**src/rtl/vcve2_vec_sequencer_if.sv**
```systemverilog
// vcve2 vector sequencer: issue bundle from ID
// and operand/result bundle shared with EX.
interface vcve2_vec_sequencer_if #(
  parameter int VLEN = 128
);
  localparam int VLW = $clog2(VLEN) + 1;

  logic           issue_valid_i;
  logic           issue_ready_o;
  logic [4:0]     vs1_i;
  logic [4:0]     vs2_i;
  logic [4:0]     vd_i;
  logic [VLW-1:0] vl_i;
  logic [2:0]     vsew_i;
  logic           scalar_sel_i;
  logic [31:0]    scalar_i;

  logic [31:0]    ex_operand_a_o;
  logic [31:0]    ex_operand_b_o;
  logic [31:0]    ex_operand_c_o;
  logic           ex_vec_instr_o;
  logic           ex_first_cycle_o;
  logic           ex_valid_i;
  logic [31:0]    ex_result_i;

  modport master (
    output issue_valid_i, vs1_i, vs2_i, vd_i,
    output vl_i, vsew_i, scalar_sel_i, scalar_i,
    output ex_valid_i, ex_result_i,
    input  issue_ready_o,
    input  ex_operand_a_o, ex_operand_b_o,
    input  ex_operand_c_o,
    input  ex_vec_instr_o, ex_first_cycle_o
  );

  modport slave (
    input  issue_valid_i, vs1_i, vs2_i, vd_i,
    input  vl_i, vsew_i, scalar_sel_i, scalar_i,
    input  ex_valid_i, ex_result_i,
    output issue_ready_o,
    output ex_operand_a_o, ex_operand_b_o,
    output ex_operand_c_o,
    output ex_vec_instr_o, ex_first_cycle_o
  );
endinterface

```
**src/rtl/vcve2_vec_sequencer.sv**
```systemverilog
// vcve2 vector element-loop sequencer: walks a
// register group word by word through EX into the VRF.
module vcve2_vec_sequencer #(
  parameter int VLEN = 128
) (
  input  logic                    clk_i,
  input  logic                    rst_ni,
  vcve2_vec_sequencer_if.slave    bus,
  input  logic                    kill_i,
  output logic [$clog2(VLEN)-1:0] vrf_raddr_a_o,
  output logic [$clog2(VLEN)-1:0] vrf_raddr_b_o,
  output logic [$clog2(VLEN)-1:0] vrf_raddr_c_o,
  input  logic [31:0]             vrf_rdata_a_i,
  input  logic [31:0]             vrf_rdata_b_i,
  input  logic [31:0]             vrf_rdata_c_i,
  output logic                    vrf_we_o,
  output logic [$clog2(VLEN)-1:0] vrf_waddr_o,
  output logic [31:0]             vrf_wdata_o,
  output logic [3:0]              vrf_wbe_o,
  output logic                    busy_o,
  output logic                    done_o
);
  localparam int AW  = $clog2(VLEN);
  localparam int WPR = VLEN / 32;
  localparam int WB  = $clog2(WPR);
  localparam int VLW = AW + 1;
  localparam int BW  = VLW + 2;
  localparam logic [BW-1:0] MAXW = BW'(8 * WPR);

  typedef enum logic [1:0] {
    IDLE,
    EXEC,
    DONE
  } state_e;

  state_e         state_q, state_d;
  logic [AW-1:0]  wcnt_q, wcnt_d;
  logic           first_q, first_d;
  logic [AW-1:0]  base_a_q, base_b_q, base_c_q;
  logic [BW-1:0]  words_q;
  logic [1:0]     tail_q;
  logic [1:0]     sew_q;
  logic           ssel_q;
  logic [31:0]    scalar_q;

  logic [1:0]     sew_in;
  logic [BW-1:0]  bytes_in, words_raw, words_in;
  logic           accept, last, exec;
  logic [AW-1:0]  addr_a, addr_b, addr_c;
  logic [31:0]    scal_rep;

  // Element width decode; reserved codes run as 32b
  always_comb begin
    sew_in = 2'd2;
    unique case (1'b1)
      bus.vsew_i == 3'b000: sew_in = 2'd0;
      bus.vsew_i == 3'b001: sew_in = 2'd1;
      default:              sew_in = 2'd2;
    endcase
  end

  assign bytes_in  = BW'(bus.vl_i) << sew_in;
  assign words_raw = (bytes_in + BW'(3)) >> 2;
  assign words_in  = (words_raw > MAXW) ? MAXW
                                        : words_raw;

  assign accept = (state_q == IDLE)
                & bus.issue_valid_i & ~kill_i;
  assign exec   = (state_q == EXEC);
  assign last   = BW'(wcnt_q) == (words_q - BW'(1));

  // Next state, word counter and first-cycle flag
  always_comb begin
    state_d = state_q;
    wcnt_d  = wcnt_q;
    first_d = 1'b0;
    unique case (state_q)
      IDLE: begin
        if (accept) begin
          wcnt_d = '0;
          if (words_in != '0) begin
            state_d = EXEC;
            first_d = 1'b1;
          end else begin
            state_d = DONE;
          end
        end
      end
      EXEC: begin
        if (bus.ex_valid_i) begin
          if (last) begin
            state_d = DONE;
            wcnt_d  = '0;
          end else begin
            wcnt_d  = wcnt_q + AW'(1);
            first_d = 1'b1;
          end
        end
      end
      DONE:    state_d = IDLE;
      default: state_d = IDLE;
    endcase
    if (kill_i) begin
      state_d = IDLE;
      wcnt_d  = '0;
      first_d = 1'b0;
    end
  end

  // State register and word counter
  always_ff @(posedge clk_i or negedge rst_ni) begin
    if (!rst_ni) begin
      state_q <= IDLE;
      wcnt_q  <= '0;
      first_q <= 1'b0;
    end else begin
      state_q <= state_d;
      wcnt_q  <= wcnt_d;
      first_q <= first_d;
    end
  end

  // Instruction fields captured at the handshake
  always_ff @(posedge clk_i or negedge rst_ni) begin
    if (!rst_ni) begin
      base_a_q <= '0;
      base_b_q <= '0;
      base_c_q <= '0;
      words_q  <= '0;
      tail_q   <= '0;
      sew_q    <= '0;
      ssel_q   <= 1'b0;
      scalar_q <= '0;
    end else if (accept) begin
      base_a_q <= AW'(bus.vs1_i) << WB;
      base_b_q <= AW'(bus.vs2_i) << WB;
      base_c_q <= AW'(bus.vd_i) << WB;
      words_q  <= words_in;
      tail_q   <= bytes_in[1:0];
      sew_q    <= sew_in;
      ssel_q   <= bus.scalar_sel_i;
      scalar_q <= bus.scalar_i;
    end
  end

  // Scalar broadcast across element lanes
  always_comb begin
    scal_rep = scalar_q;
    unique case (1'b1)
      sew_q == 2'd0: scal_rep = {4{scalar_q[7:0]}};
      sew_q == 2'd1: scal_rep = {2{scalar_q[15:0]}};
      default:       scal_rep = scalar_q;
    endcase
  end

  // Group addresses wrap past v31 by AW-bit overflow
  assign addr_a = base_a_q + wcnt_q;
  assign addr_b = base_b_q + wcnt_q;
  assign addr_c = base_c_q + wcnt_q;

  // Datapath outputs are forced to zero outside EXEC
  always_comb begin
    vrf_raddr_a_o      = '0;
    vrf_raddr_b_o      = '0;
    vrf_raddr_c_o      = '0;
    vrf_waddr_o        = '0;
    vrf_wdata_o        = '0;
    vrf_wbe_o          = '0;
    bus.ex_operand_a_o = '0;
    bus.ex_operand_b_o = '0;
    bus.ex_operand_c_o = '0;
    if (exec) begin
      vrf_raddr_a_o      = addr_a;
      vrf_raddr_b_o      = addr_b;
      vrf_raddr_c_o      = addr_c;
      vrf_waddr_o        = addr_c;
      vrf_wdata_o        = bus.ex_result_i;
      vrf_wbe_o          = 4'hF;
      if (last && tail_q != 2'd0) begin
        vrf_wbe_o = (4'd1 << tail_q) - 4'd1;
      end
      bus.ex_operand_a_o = ssel_q ? scal_rep
                                  : vrf_rdata_a_i;
      bus.ex_operand_b_o = vrf_rdata_b_i;
      bus.ex_operand_c_o = vrf_rdata_c_i;
    end
  end

  assign vrf_we_o             = exec & bus.ex_valid_i
                              & ~kill_i;
  assign bus.ex_vec_instr_o   = exec;
  assign bus.ex_first_cycle_o = exec & first_q;
  assign bus.issue_ready_o    = (state_q == IDLE);
  assign busy_o               = (state_q != IDLE);
  assign done_o               = (state_q == DONE)
                              & ~kill_i;
endmodule

```
**src/flat_wrapper.sv**
```systemverilog
// flat-port wrapper written by rule: the top's interface ports become plain ports
module vcve2_vec_sequencer_flat 
#(
  parameter int VLEN = 128
)
  (clk_i, rst_ni, kill_i, vrf_raddr_a_o, vrf_raddr_b_o, vrf_raddr_c_o, vrf_rdata_a_i, vrf_rdata_b_i, vrf_rdata_c_i, vrf_we_o, vrf_waddr_o, vrf_wdata_o, vrf_wbe_o, busy_o, done_o, bus_issue_valid_i, bus_vs1_i, bus_vs2_i, bus_vd_i, bus_vl_i, bus_vsew_i, bus_scalar_sel_i, bus_scalar_i, bus_ex_valid_i, bus_ex_result_i, bus_issue_ready_o, bus_ex_operand_a_o, bus_ex_operand_b_o, bus_ex_operand_c_o, bus_ex_vec_instr_o, bus_ex_first_cycle_o);
  vcve2_vec_sequencer_if #(.VLEN(VLEN)) bus_i ();
  input  logic clk_i;
  input  logic rst_ni;
  input  logic kill_i;
  output logic [$clog2(VLEN)-1:0] vrf_raddr_a_o;
  output logic [$clog2(VLEN)-1:0] vrf_raddr_b_o;
  output logic [$clog2(VLEN)-1:0] vrf_raddr_c_o;
  input  logic [31:0] vrf_rdata_a_i;
  input  logic [31:0] vrf_rdata_b_i;
  input  logic [31:0] vrf_rdata_c_i;
  output logic vrf_we_o;
  output logic [$clog2(VLEN)-1:0] vrf_waddr_o;
  output logic [31:0] vrf_wdata_o;
  output logic [3:0] vrf_wbe_o;
  output logic busy_o;
  output logic done_o;
  input wire logic [$bits(bus_i.issue_valid_i)-1:0] bus_issue_valid_i;
  input wire logic [$bits(bus_i.vs1_i)-1:0] bus_vs1_i;
  input wire logic [$bits(bus_i.vs2_i)-1:0] bus_vs2_i;
  input wire logic [$bits(bus_i.vd_i)-1:0] bus_vd_i;
  input wire logic [$bits(bus_i.vl_i)-1:0] bus_vl_i;
  input wire logic [$bits(bus_i.vsew_i)-1:0] bus_vsew_i;
  input wire logic [$bits(bus_i.scalar_sel_i)-1:0] bus_scalar_sel_i;
  input wire logic [$bits(bus_i.scalar_i)-1:0] bus_scalar_i;
  input wire logic [$bits(bus_i.ex_valid_i)-1:0] bus_ex_valid_i;
  input wire logic [$bits(bus_i.ex_result_i)-1:0] bus_ex_result_i;
  output wire logic [$bits(bus_i.issue_ready_o)-1:0] bus_issue_ready_o;
  output wire logic [$bits(bus_i.ex_operand_a_o)-1:0] bus_ex_operand_a_o;
  output wire logic [$bits(bus_i.ex_operand_b_o)-1:0] bus_ex_operand_b_o;
  output wire logic [$bits(bus_i.ex_operand_c_o)-1:0] bus_ex_operand_c_o;
  output wire logic [$bits(bus_i.ex_vec_instr_o)-1:0] bus_ex_vec_instr_o;
  output wire logic [$bits(bus_i.ex_first_cycle_o)-1:0] bus_ex_first_cycle_o;
  assign bus_i.issue_valid_i = bus_issue_valid_i;
  assign bus_i.vs1_i = bus_vs1_i;
  assign bus_i.vs2_i = bus_vs2_i;
  assign bus_i.vd_i = bus_vd_i;
  assign bus_i.vl_i = bus_vl_i;
  assign bus_i.vsew_i = bus_vsew_i;
  assign bus_i.scalar_sel_i = bus_scalar_sel_i;
  assign bus_i.scalar_i = bus_scalar_i;
  assign bus_i.ex_valid_i = bus_ex_valid_i;
  assign bus_i.ex_result_i = bus_ex_result_i;
  assign bus_issue_ready_o = bus_i.issue_ready_o;
  assign bus_ex_operand_a_o = bus_i.ex_operand_a_o;
  assign bus_ex_operand_b_o = bus_i.ex_operand_b_o;
  assign bus_ex_operand_c_o = bus_i.ex_operand_c_o;
  assign bus_ex_vec_instr_o = bus_i.ex_vec_instr_o;
  assign bus_ex_first_cycle_o = bus_i.ex_first_cycle_o;
  vcve2_vec_sequencer #(.VLEN(VLEN)) u_core (.clk_i(clk_i), .rst_ni(rst_ni), .bus(bus_i), .kill_i(kill_i), .vrf_raddr_a_o(vrf_raddr_a_o), .vrf_raddr_b_o(vrf_raddr_b_o), .vrf_raddr_c_o(vrf_raddr_c_o), .vrf_rdata_a_i(vrf_rdata_a_i), .vrf_rdata_b_i(vrf_rdata_b_i), .vrf_rdata_c_i(vrf_rdata_c_i), .vrf_we_o(vrf_we_o), .vrf_waddr_o(vrf_waddr_o), .vrf_wdata_o(vrf_wdata_o), .vrf_wbe_o(vrf_wbe_o), .busy_o(busy_o), .done_o(done_o));
endmodule
```
**config.mk**
```make
export PLATFORM = sky130hd
export DESIGN_NAME = vcve2_vec_sequencer_flat
export DESIGN_NICKNAME = d
export VERILOG_FILES = /design/src/rtl/vcve2_vec_sequencer_if.sv /design/src/rtl/vcve2_vec_sequencer.sv /design/src/flat_wrapper.sv
export SDC_FILE = /design/constraint.sdc
export NUM_CORES = 1
export LEC_CHECK = 0
export ABC_AREA = 1
export BUFFER_PORTS_ARGS = -buffer_cell sky130_fd_sc_hd__buf_2
export CORE_AREA = 2 2 141 143
export CTS_CLUSTER_SIZE = 30
export DETAILED_ROUTE_END_ITERATION = 10
export DIE_AREA = 0 0 143 145
export PLACE_DENSITY_LB_ADDON = 0.12
export SLEW_MARGIN = 10
export SYNTH_ARGS = -nofsm -noshare
export SYNTH_HDL_FRONTEND = slang
export SYNTH_SLANG_ARGS = --single-unit
```
**constraint.sdc**
```tcl
create_clock -name clk_i -period 1.9 [get_ports clk_i]
set_input_delay 0.38 -clock clk_i [delete_from_list [all_inputs] [get_ports clk_i]]
set_output_delay 0.38 -clock clk_i [all_outputs]
set_load 0.02 [all_outputs]
```
=== Word-level counts from Yosys, hierarchy flattened ===
Cells that the tools add are included.

* Register bits: 72
* Input port bits: 192
* Output and inout bits: 166
* Logic and storage cells: 76

* Add/sub/neg operators: 7
* $lt $le $gt $ge: 1
* Eq/ne operators: 8
* Shift operators: 2
* Multiplexer cells: 30
* Bitwise logic cells: 7
* Reduce and logical (&&, ||, !) cells: 10

{| class="wikitable"
|+ Operator list
! operator !! count
|-
| $mux W32 || 5
|-
| $pmux W32 S2 || 1
|-
| $mux W7 || 7
|-
| $add A7 B7 Y7 || 3
|-
| $pmux W7 S2 || 1
|-
| $add A10 B2 Y10 const B || 1
|-
| $eq A7 B10 Y1 || 1
|-
| $mux W2 || 5
|-
| $reduce_bool A10 Y1 || 1
|-
| $shl A8 B2 Y10 || 1
|-
| $sub A10 B1 Y10 const B || 1
|-
| $gt A8 B6 Y1 const B || 1
|-
| $mux W4 || 2
|-
| $mux W8 || 1
|-
| $pmux W2 S2 || 2
|-
| $add A7 B1 Y7 const B || 1
|-
| $and A1 B1 Y1 || 6
|-
| $ne A3 B2 Y1 const B || 2
|-
| $reduce_and A3 Y1 || 2
|-
| $mux W1 || 5
|-
| $eq A2 B1 Y1 const B || 2
|-
| $logic_not A2 Y1 || 2
|-
| $reduce_bool A2 Y1 || 2
|-
| $shl A1 B2 Y4 const A || 1
|-
| other kinds (9) || 9
|}

=== Longest topological paths before layout ===
Gate-level depths: netlist of run 1.

* Depth in word-level cells: 11
* Mapped depth: 16
* Depth with buffers taken out: 15

=== Worst setup path after synthesis of run 1 ===
No wires, ideal clock.

* Kind: register to output
* Start point: reg u_core.wcnt_q[2]
* End point: out vrf_waddr_o[6]
* Arrival: 1.899 ns
* Data required time: 1.520 ns
* Path slack: -0.379 ns
* Cell stages (with the launch flop): 9
* Path through: dfrtp_1 ha_1 fa_1 nand2_1 nand2_1 a21oi_1 xor2_1 nor2_1 buf_4

* Word-level cells in the longest chain between the ends: 2

{| class="wikitable"
|+ Ends and longest elaborated chain
! item !! RTL line !! RTL
|-
| start: declaration || vcve2_vec_sequencer.sv:37 || <nowiki>logic [AW-1:0] wcnt_q, wcnt_d;</nowiki>
|-
| start signal: assignment || vcve2_vec_sequencer.sv:118 || <nowiki>wcnt_q <= wcnt_d;</nowiki>
|-
| $add A7 B7 Y7 || vcve2_vec_sequencer.sv:159 || <nowiki>assign addr_c = base_c_q + wcnt_q;</nowiki>
|-
| $mux W7 || - ||
|-
| end: declaration || flat_wrapper.sv:18 || <nowiki>output logic [$clog2(VLEN)-1:0] vrf_waddr_o;</nowiki>
|}

No other way between the ends.

=== Worst setup path in the final report of run 1 ===
* Start point: reg u_core.words_q[0]
* End point: out vrf_wbe_o[1]

* Word-level cells in the longest chain between the ends: 5

{| class="wikitable"
|+ Ends and longest elaborated chain
! item !! RTL line !! RTL
|-
| start: declaration || vcve2_vec_sequencer.sv:40 || <nowiki>logic [BW-1:0] words_q;</nowiki>
|-
| start signal: assignment || vcve2_vec_sequencer.sv:138 || <nowiki>words_q <= words_in;</nowiki>
|-
| $sub A10 B1 Y10 || vcve2_vec_sequencer.sv:70 || <nowiki>assign last = BW'(wcnt_q) == (words_q - BW'(1));</nowiki>
|-
| $eq A7 B10 Y1 || vcve2_vec_sequencer.sv:70 ||
|-
| $logic_and A1 B1 Y1 || vcve2_vec_sequencer.sv:179 || <nowiki>if (last && tail_q != 2'd0) begin</nowiki>
|-
| $mux W4 || vcve2_vec_sequencer.sv:179 ||
|-
| $mux W4 || vcve2_vec_sequencer.sv:172 || <nowiki>if (exec) begin</nowiki>
|-
| end: declaration || flat_wrapper.sv:20 || <nowiki>output logic [3:0] vrf_wbe_o;</nowiki>
|}

No other way between the ends.

==> impl_metrics.toml, run 1 <==
[clock_tree]
clock_latency_ns = 0.34
cts.htree.levels = 3
cts_tree = "done"
clock-sinks = 70
clkTransAtPathRegs_ns = 0.06
cts_root_buf = "clkbuf_16"
numCtsBuffers = 9
clockBufferDepth = 2

[route]
dr_total_vias = 7445
ant_nets = 0
viasPerCell = 4.62
wl_per_cell_um = 18.0
drt-initial-drc-count = 381
dr.pass1.iters = 4
post-route-drc-count = 0
drt-total-wl_um = 28900

[logic_synthesis]
syn_area_mm2 = 0.00562
netlist_instances = 902
synth-edff-count = 0
yosysUniqueCellTypes = 37
syn-num-nets = 1111
yosysSeqAreaShare = 0.312
async_flop_share = 1.00
synth_top_flop_cell = "dfrtp_1"
ys_ff_latch = 70
yosysWarnings = 0
synth_area_per_cell_um2 = 6.23

[floorplanning]
die_y_um = 145
core_area_mm2 = 0.0192
io_pins = 358
die_w_um = 143
dieArea_mm2 = 0.0207
rows = 51
start_util = 0.292

[grt]
grt_pass1_wl_um = 38000
first_global_vias = 6854
grt_overflow = 0
grt_use_total = 0.237
grt_start_max_net_pins = 59
antenna_found_initial = 12

[sta]
slew_viol_final = 0
min_period_ns = 2.47
worst_pin_slew_ns = 0.374
fmax_ghz = 0.405
rsz0062_at_grt = "yes"
max_slew_margin = 0.751
fin_worst_skew_ns = 0.00705
timing.hold.ws_ns = 0.233
hold_viol = 0
fin_ws_ns = -0.567
setup_viol = 160
finalCritPeriodShare = 1.30
fin_tns_setup_ns = -20.18

[hold_path]
min-delay-start = "bus_scalar_i[21]"
hold_class = "in2reg"

[final_layout]
final.fill_count = 1682
area_growth_pct = 108
nets = 1538
layout-drive-gt1-share = 0.552
fin_area_mm2 = 0.0117

[power_and_ir_drop]
p_leak_nw = 6.13
power.density_mw_per_mm2 = 1230
max-vdd-ir-drop_mv = 0.606
power_w = 0.0143

[worst_setup_path]
worstPathArrival_ns = 2.09
end_kind = "primary output"
cp_data_required_time_ns = 1.52
setup.worst_path.class = "reg2out"
crit_path_start = "u_core.words_q[0]"
start_kind = "flip-flop"
cp_max_fo = 3
reg2reg_from = "u_core.words_q[0]"

[flow_run]
maxCapViolCount = 0

[placed_design]
io_buffers = 357
place_congestion = 0.844
dpl-instance-area_mm2 = 0.00808
place_hpwl_um = 19800
pre_cts_ws_ns = -0.277

[run_status]
status = "finished, violations left"
violations = "setup timing"
## metrics by stage
| step | std cells | utilization |
|---|---|---|
| 6_report | 1611 | 0.607 |
| 5_1_grt | 1610 | 0.607 |
| 4_1_cts | 1574 | 0.499 |
| 3_5_place_dp | 1535 | 0.420 |
| 3_3_place_gp | 1535 | 0.420 |
| 2_1_floorplan | 902 | - |
## power by group
part | switching (W) | internal, W
Combinational | 0.00526 | 0.00456
Clock | 0.000672 | 0.00122
Sequential | 0.000619 | 0.00200
Total | 0.00655 | 0.00779
## sequential cells by signal (all words and copies together) (netlist names)
register / count
u_core.words_q: 8
u_core.wcnt_q: 7
u_core.base_c_q: 5
u_core.base_b_q: 5
u_core.base_a_q: 5
u_core.tail_q: 2
u_core.first_q: 1
u_core.sew_q: 2
u_core.scalar_q: 32
u_core.state_q: 2
u_core.ssel_q: 1
## final timing paths
path	end	slack [ns]	cells after the start
max in group asynchronous	u_core.ssel_q	0.87	3
worst max register to register	u_core.wcnt_q[0]	0.04	15
worst min register to register	u_core.scalar_q[22]	0.47	2
worst max-delay path	vrf_wbe_o[1]	-0.57	13
worst min-delay path	u_core.scalar_q[21]	0.23	3
min in group asynchronous	u_core.scalar_q[26]	0.44	2
## cell type report
cell class | count | area, um^2 | share of cell area
antenna | 12 | 30.0 | 0.00258
clock buffer | 11 | 253 | 0.0217
clock inverter | 5 | 81.3 | 0.00698
inverter | 163 | 654 | 0.0562
multi-input combinational | 618 | 4390 | 0.377
sequential | 70 | 1760 | 0.151
tap | 265 | 332 | 0.0285
timing repair buffer | 464 | 4100 | 0.352
timing repair inverter | 3 | 47.5 | 0.00408
## routing by layer
layer  GRT usage  wire [um]
met1       0.293      11400
met2       0.404      14300
met3      0.0465       1960
met4      0.0896       1300
met5           0         13
## cell families after synthesis
group / after synthesis / synth area share
buffers and inverters: 214 / 0.158
XOR/XNOR: 23 / 0.0359
adder cells (fa/ha/maj): 17 / 0.0419
AO/OA/AOI/OAI: 99 / 0.105
flip-flops: 70 / 0.312
AND/OR/NAND/NOR: 479 / 0.348
## cell usage after synthesis (all sizes together) (2+ instances only)
library cell	instances	area share
xor2	13	0.020
inv	162	0.11
buf	24	0.030
o211ai	9	0.012
o21bai	2	0.0027
ha	14	0.031
nand3	29	0.029
o21ai	42	0.037
a21oi	25	0.023
o22ai	7	0.0078
clkbuf	27	0.018
nor2	162	0.11
nand2	283	0.20
nor3	4	0.0053
dfrtp	70	0.31
o211a	8	0.014
fa	3	0.011
a31oi	3	0.0033
xnor2	10	0.016
## cells in the final DEF, fill, tap and decap left out, types with 3 or more instances in the layout
cell type and instances:
buf_12 14, buf_2 193, dfrtp_1 64, nand2_1 246
xor2_1 13, inv_4 3, nor2_2 14, dfrtp_2 6
ha_1 5, o211ai_1 9, clkbuf_16 21, nand3_2 13
nand3_1 16, nor2_1 44, xnor2_1 7, buf_4 82
buf_6 155, a21oi_2 8, a21oi_4 5, buf_16 5
o22ai_4 7, nor2_4 104, ha_4 8, o211a_1 8
inv_2 14, nand2_2 23, diode_2 12, o21ai_2 18
inv_1 143, o21ai_1 15, nand2_4 13, o21ai_0 8
a21oi_1 12, fa_2 3
## worst max-delay path, cell delays in order, from the launching register on
cell	delay, ns
dfrtp_1	0.38
inv_2	0.08
ha_4	0.16
nand2_4	0.05
nor2_4	0.15
nand2_4	0.08
xor2_1	0.15
nand2_1	0.06
nand2_1	0.07
nor2_2	0.10
o211ai_1	0.14
nand2_2	0.14
nand2_2	0.07
buf_6	0.13
## repair_timing
action	CTS	global route
hold buffers	1	0
cloned	4	17
pin swaps	31	49
setup buffers	20	11
endpoints found under the setup margin	163	169
endpoints found under the hold margin	7	0
gates resized for setup	294	431
Note: power is estimated with default switching activity, not from simulation.
==> inputs of run 2 (changes only) <==
==> constraint.sdc (replaced) <==
create_clock -name clk_i -period 1.9 [get_ports clk_i]
set_input_delay 0.19 -clock clk_i [delete_from_list [all_inputs] [get_ports clk_i]]
set_output_delay 0.19 -clock clk_i [all_outputs]
set_load 0.02 [all_outputs]
==> run 2 against run 1 <==
Compared with the run above: the run still ends with setup timing left; wire length is 9.9% lower; non-clock buffer count is 22 lower; die area stayed put; sequential share of layout area is 1.8 points higher; critical endpoint unchanged; largest power group unchanged.
==> impl_metrics.toml, run 2 (same netlist as run 1, synthesis figures left out) <==
[worst_setup_path]
worstPathArrival_ns = 2.09
crit_cells = 13
rr_endpoint = "u_core.state_q[0]"
setup.worst_path.class = "reg2out"
cpMostUsedCell = "nand2_1"
worst-path-buf-inv = 3
end_kind = "primary output"
crit_chain = "inv_2 -> ha_4 -> buf_4 -> xnor2_1 -> nand2_1 -> nand3_1 -> nor2_1 -> nand2_1 -> nor2_2 -> o211ai_1 -> nand2_1 -> nand2_1 -> buf_6"
cp_top_family = "simple AND/OR/NAND/NOR gates"
cp_data_required_time_ns = 1.71
cpMaxStageDelayCell = "dfrtp_1"
rrSetupSlack_ns = -0.02
slowest_delay_ns = 0.36
start_kind = "flip-flop"
reg2reg_from = "u_core.words_q[0]"
reg2reg_depth = 14
cp_max_fo = 3

[floorplanning]
die_y_um = 145
dieArea_mm2 = 0.0207
io_pins = 358
core_area_mm2 = 0.0192
rows = 51
start_util = 0.292
die_w_um = 143

[sta]
setup_viol = 147
fin_tns_setup_ns = -12.00
worst_pin_slew_ns = 0.414
slew_viol_final = 0
fin_worst_skew_ns = 0.00575
min_period_ns = 2.28
hold_viol = 0
rsz0062_at_grt = "yes"
max_slew_margin = 0.723
finalCritPeriodShare = 1.20
fin_ws_ns = -0.379
fmax_ghz = 0.439

[route]
drt-total-wl_um = 26100
drt-initial-drc-count = 328
viasPerCell = 4.40
dr.pass1.iters = 5
dr_total_vias = 6965
wl_per_cell_um = 16.5
post-route-drc-count = 0
ant_nets = 0

[grt]
grt_overflow = 0
grt_start_max_net_pins = 61
grt_use_total = 0.223
antenna_found_initial = 10
first_global_vias = 6501
grt_pass1_wl_um = 35700

[placed_design]
io_buffers = 357
place_hpwl_um = 18900
dpl-instance-area_mm2 = 0.00783
place_congestion = 0.885

[clock_tree]
numCtsBuffers = 9
cts.htree.levels = 3
cts_root_buf = "clkbuf_16"
clock-sinks = 70
cts_tree = "done"
clock_latency_ns = 0.34
clkTransAtPathRegs_ns = 0.06
clockBufferDepth = 2

[flow_run]
maxCapViolCount = 0

[hold_path]
min_to = "u_core.scalar_q[21]"
hold_class = "in2reg"
min-delay-start = "bus_scalar_i[21]"
holdPathStages = 3

[power_and_ir_drop]
power.density_mw_per_mm2 = 1200
max-vdd-ir-drop_mv = 0.458
p_leak_nw = 5.68

[final_layout]
fin_area_mm2 = 0.0104
final_cell_mix = "256 x nand2_1, 211 x buf_2, 147 x inv_1, 120 x buf_4, 90 x buf_6"
nets = 1514
final.fill_count = 1888
area_growth_pct = 85.0
reg_top3 = "u_core.scalar_q: 32 flops, u_core.words_q: 8 flops, u_core.wcnt_q: 7 flops"
largest_reg_flops = 32
layout-drive-gt1-share = 0.509
mostFrequentLayoutCell = "nand2_1"
regMostFlops = "u_core.scalar_q"

[run_status]
status = "finished, violations left"
violations = "setup timing"
-- run 2: metrics by stage --
step	util	instances	power [W]	worst slack [ns]	hold slack, ns
finish	0.541	1583	0.0124	-0.379	0.0479
global route	0.540	1579	0.0132	-0.520	0.0509
CTS	0.442	1538	0.0101	-0.365	0.0387
detailed placement	0.408	1514	0.00785	-0.0998	0.0818
global placement	0.408	1514	0.00783	-0.0767	0.0818
floorplan	-	902	0.00585	-0.0121	-0.106
-- run 2: how the worst max path moves through the flow --
| stage | startpoint | endpoint |
|---|---|---|
| detailed placement | u_core.words_q[0] | vrf_wbe_o[1] |
| floorplan | u_core.wcnt_q[2] | vrf_waddr_o[6] |
| global route | u_core.words_q[0] | vrf_wbe_o[1] |
| finish | u_core.words_q[0] | vrf_wbe_o[1] |
| CTS | u_core.words_q[0] | vrf_wbe_o[1] |
| global placement | u_core.words_q[0] | vrf_wbe_o[1] |
-- run 2: what timing repair did --
action | in CTS | in global routing
pin swaps | 17 | 27
cloned | 1 | 9
setup buffers | 6 | 29
endpoints found under the setup margin | 85 | 84
hold endpoints to repair | 10 | 0
resized for setup | 83 | 436
hold buffers | 1 | 0
-- run 2: tightest hold or removal path, delay by kind of cell --
family                 cells  cell delay [ns]
buffers and inverters      1             0.07
and+or+nand+nor            2             0.09
-- run 2: layout make-up --
cell class,instances,area (um^2),area share
multi-input cells,618,3920,0.377
repair buffers,442,3420,0.329
flip-flops and latches,70,1760,0.169
inverters,163,631,0.0607
well taps,265,332,0.0319
clock buffers,9,225,0.0217
clock inverters,7,75.1,0.00723
diodes,8,20.0,0.00193
repair inverters,1,8.76,0.000843
-- run 2: where the power goes --
group | internal [W] | switching [W]
Clock | 0.00102 | 0.000695
Combinational | 0.00357 | 0.00457
Sequential | 0.00200 | 0.000560
Total | 0.00659 | 0.00583
-- run 2: per-layer routing --
layer,vias to the layer above,global-route usage,wire length (um)
li1,3530,-,-
met1,3181,0.280,10500
met2,214,0.376,12900
met3,34,0.0663,2140
met4,6,0.0485,437
met5,-,0,34
==> inputs of run 3 (changes only) <==
--- a/config.mk
+++ b/config.mk
@@ -12,6 +12,7 @@
 export DETAILED_ROUTE_END_ITERATION = 10
 export DIE_AREA = 0 0 143 145
 export PLACE_DENSITY_LB_ADDON = 0.12
+export SKIP_CTS_REPAIR_TIMING = 1
 export SLEW_MARGIN = 10
 export SYNTH_ARGS = -nofsm -noshare
 export SYNTH_HDL_FRONTEND = slang
==> run 3 against run 2 <==
Compared with the run above: the run still ends with setup timing left; final cell count shrank 1.4%; first-iteration DRC count shrank 14%; critical path type unchanged; via count down 2.2%.
==> impl_metrics.toml, run 3 (same netlist as run 1, synthesis figures left out) <==
[final_layout]
mostFrequentLayoutCell = "buf_2"
nets = 1493
post-route-util = 0.488
final.fill_count = 1995
largest_reg_flops = 32
reg_top3 = "u_core.scalar_q: 32 flops, u_core.words_q: 8 flops, u_core.wcnt_q: 7 flops"
multi_input_area_mm2 = 0.00362
final_cell_mix = "299 x buf_2, 257 x nand2_1, 145 x inv_1, 111 x nor2_1, 77 x buf_4"
layout-drive-gt1-share = 0.465
regMostFlops = "u_core.scalar_q"
area_growth_pct = 66.9
fin_area_mm2 = 0.00937
regArea_mm2 = 0.00176

[clock_tree]
cts_root_buf = "clkbuf_16"
clock_latency_ns = 0.34
cts.htree.levels = 3
cts_tree = "done"
numCtsBuffers = 9
clockBufferDepth = 2
clkTransAtPathRegs_ns = 0.06
clock-sinks = 70

[worst_setup_path]
start_kind = "flip-flop"
slowest_delay_ns = 0.38
cpMaxStageDelayCell = "dfrtp_1"
crit_path_start = "u_core.words_q[0]"
worstPathArrival_ns = 2.10
cpMostUsedCell = "nand2_1"
crit_chain = "inv_2 -> ha_4 -> nand2_4 -> nor2_4 -> nand2_2 -> xor2_1 -> nand2_1 -> nand2_1 -> nor2_2 -> o211ai_1 -> nand2_1 -> nand2_1 -> buf_6"
cp_max_fo = 3
reg2reg_depth = 14
cp_data_required_time_ns = 1.71
end_kind = "primary output"
setup.worst_path.class = "reg2out"
reg2reg_from = "u_core.words_q[0]"

[floorplanning]
die_y_um = 145
core_area_mm2 = 0.0192
start_util = 0.292
die_w_um = 143
dieArea_mm2 = 0.0207
io_pins = 358
rows = 51

[route]
drt-initial-drc-count = 281
post-route-drc-count = 0
drt-total-wl_um = 24600
viasPerCell = 4.36
dr_total_vias = 6813
dr.pass1.iters = 4
wl_per_cell_um = 15.8
ant_nets = 0

[grt]
grt_pass1_wl_um = 34700
first_global_vias = 6335
grt_start_max_net_pins = 61
antenna_found_initial = 10
grt_overflow = 0
grt_use_total = 0.217

[sta]
setup_viol = 37
rsz0062_at_grt = "yes"
fmax_ghz = 0.437
slew_viol_final = 0
timing.hold.ws_ns = 0.0480
fin_worst_skew_ns = 0.00706
min_period_ns = 2.29
fin_ws_ns = -0.386
hold_viol = 0
finalCritPeriodShare = 1.20
fin_tns_setup_ns = -5.05
worst_pin_slew_ns = 0.418
max_slew_margin = 0.720

[hold_path]
hold_class = "in2reg"
holdPathStages = 3
min-delay-start = "bus_scalar_i[6]"

[flow_run]
maxCapViolCount = 0

[run_status]
status = "finished, violations left"
violations = "setup timing"

[placed_design]
place_congestion = 0.885
place_hpwl_um = 18900
io_buffers = 357
dpl-instance-area_mm2 = 0.00783

[power_and_ir_drop]
power_w = 0.0114
p_leak_nw = 5.51
max-vdd-ir-drop_mv = 0.460
power.density_mw_per_mm2 = 1220
[run 3: cell count changes in the layout (fill, tap and decap cells not counted), moves of 5 or more]
cell	change
nand3_1	-5
nor2_1	+38
a21oi_1	+5
o21ai_2	-6
nand3_2	+5
nor2_2	-18
buf_2	+88
buf_6	-56
buf_4	-43
a21oi_4	-5
nand2_2	-5
nor2_4	-20
[run 3: per-stage QoR]
step	setup slack, ns	cells
6_report	-0.386	1561
5_1_grt	-0.603	1558
4_1_cts	-0.475	1530
3_5_place_dp	-0.0998	1514
3_3_place_gp	-0.0767	1514
2_1_floorplan	-0.0121	902
[run 3: worst paths after layout]
path | endpoint | slack [ns]
setup / recovery | vrf_wbe_o[2] | -0.39
hold / removal | u_core.scalar_q[6] | 0.05
setup reg to reg | u_core.wcnt_q[3] | -0.04
hold reg to reg | u_core.scalar_q[20] | 0.47
max in group asynchronous | u_core.wcnt_q[4] | 0.97
min in group asynchronous | u_core.scalar_q[26] | 0.25
[run 3: per-layer routing]
layer,up-vias,GRT usage,share of wire
met5,-,0,0.0014
met4,6,0.0480,0.011
met3,25,0.0673,0.086
met2,208,0.360,0.49
met1,3091,0.275,0.42
li1,3483,-,-
[run 3: where the power goes]
group | switching, W | internal [W] | total [W]
logic | 0.00416 | 0.00291 | 0.00706
clock network | 0.000698 | 0.00102 | 0.00172
registers | 0.000605 | 0.00200 | 0.00261
total | 0.00546 | 0.00593 | 0.0114
[run 3: area by class of cell]
| cell class | count | area share |
|---|---|---|
| multi-input cells | 618 | 0.386 |
| repair buffers | 422 | 0.289 |
| flip-flops and latches | 70 | 0.188 |
| inverters | 163 | 0.0680 |
| well taps | 265 | 0.0354 |
| clock buffers | 9 | 0.0240 |
| clock inverters | 7 | 0.00801 |
| diodes | 7 | 0.00187 |
[run 3: critical path: cells and delay by family, from the launching register on]
kind	cells	cell delay (ns)
DFF	1	0.38
xor gates and xnor gates	1	0.17
and+or+nand+nor	8	0.71
AOI/OAI and AO/OA	1	0.13
buffers and inverters	2	0.21
adders and majority gates	1	0.15
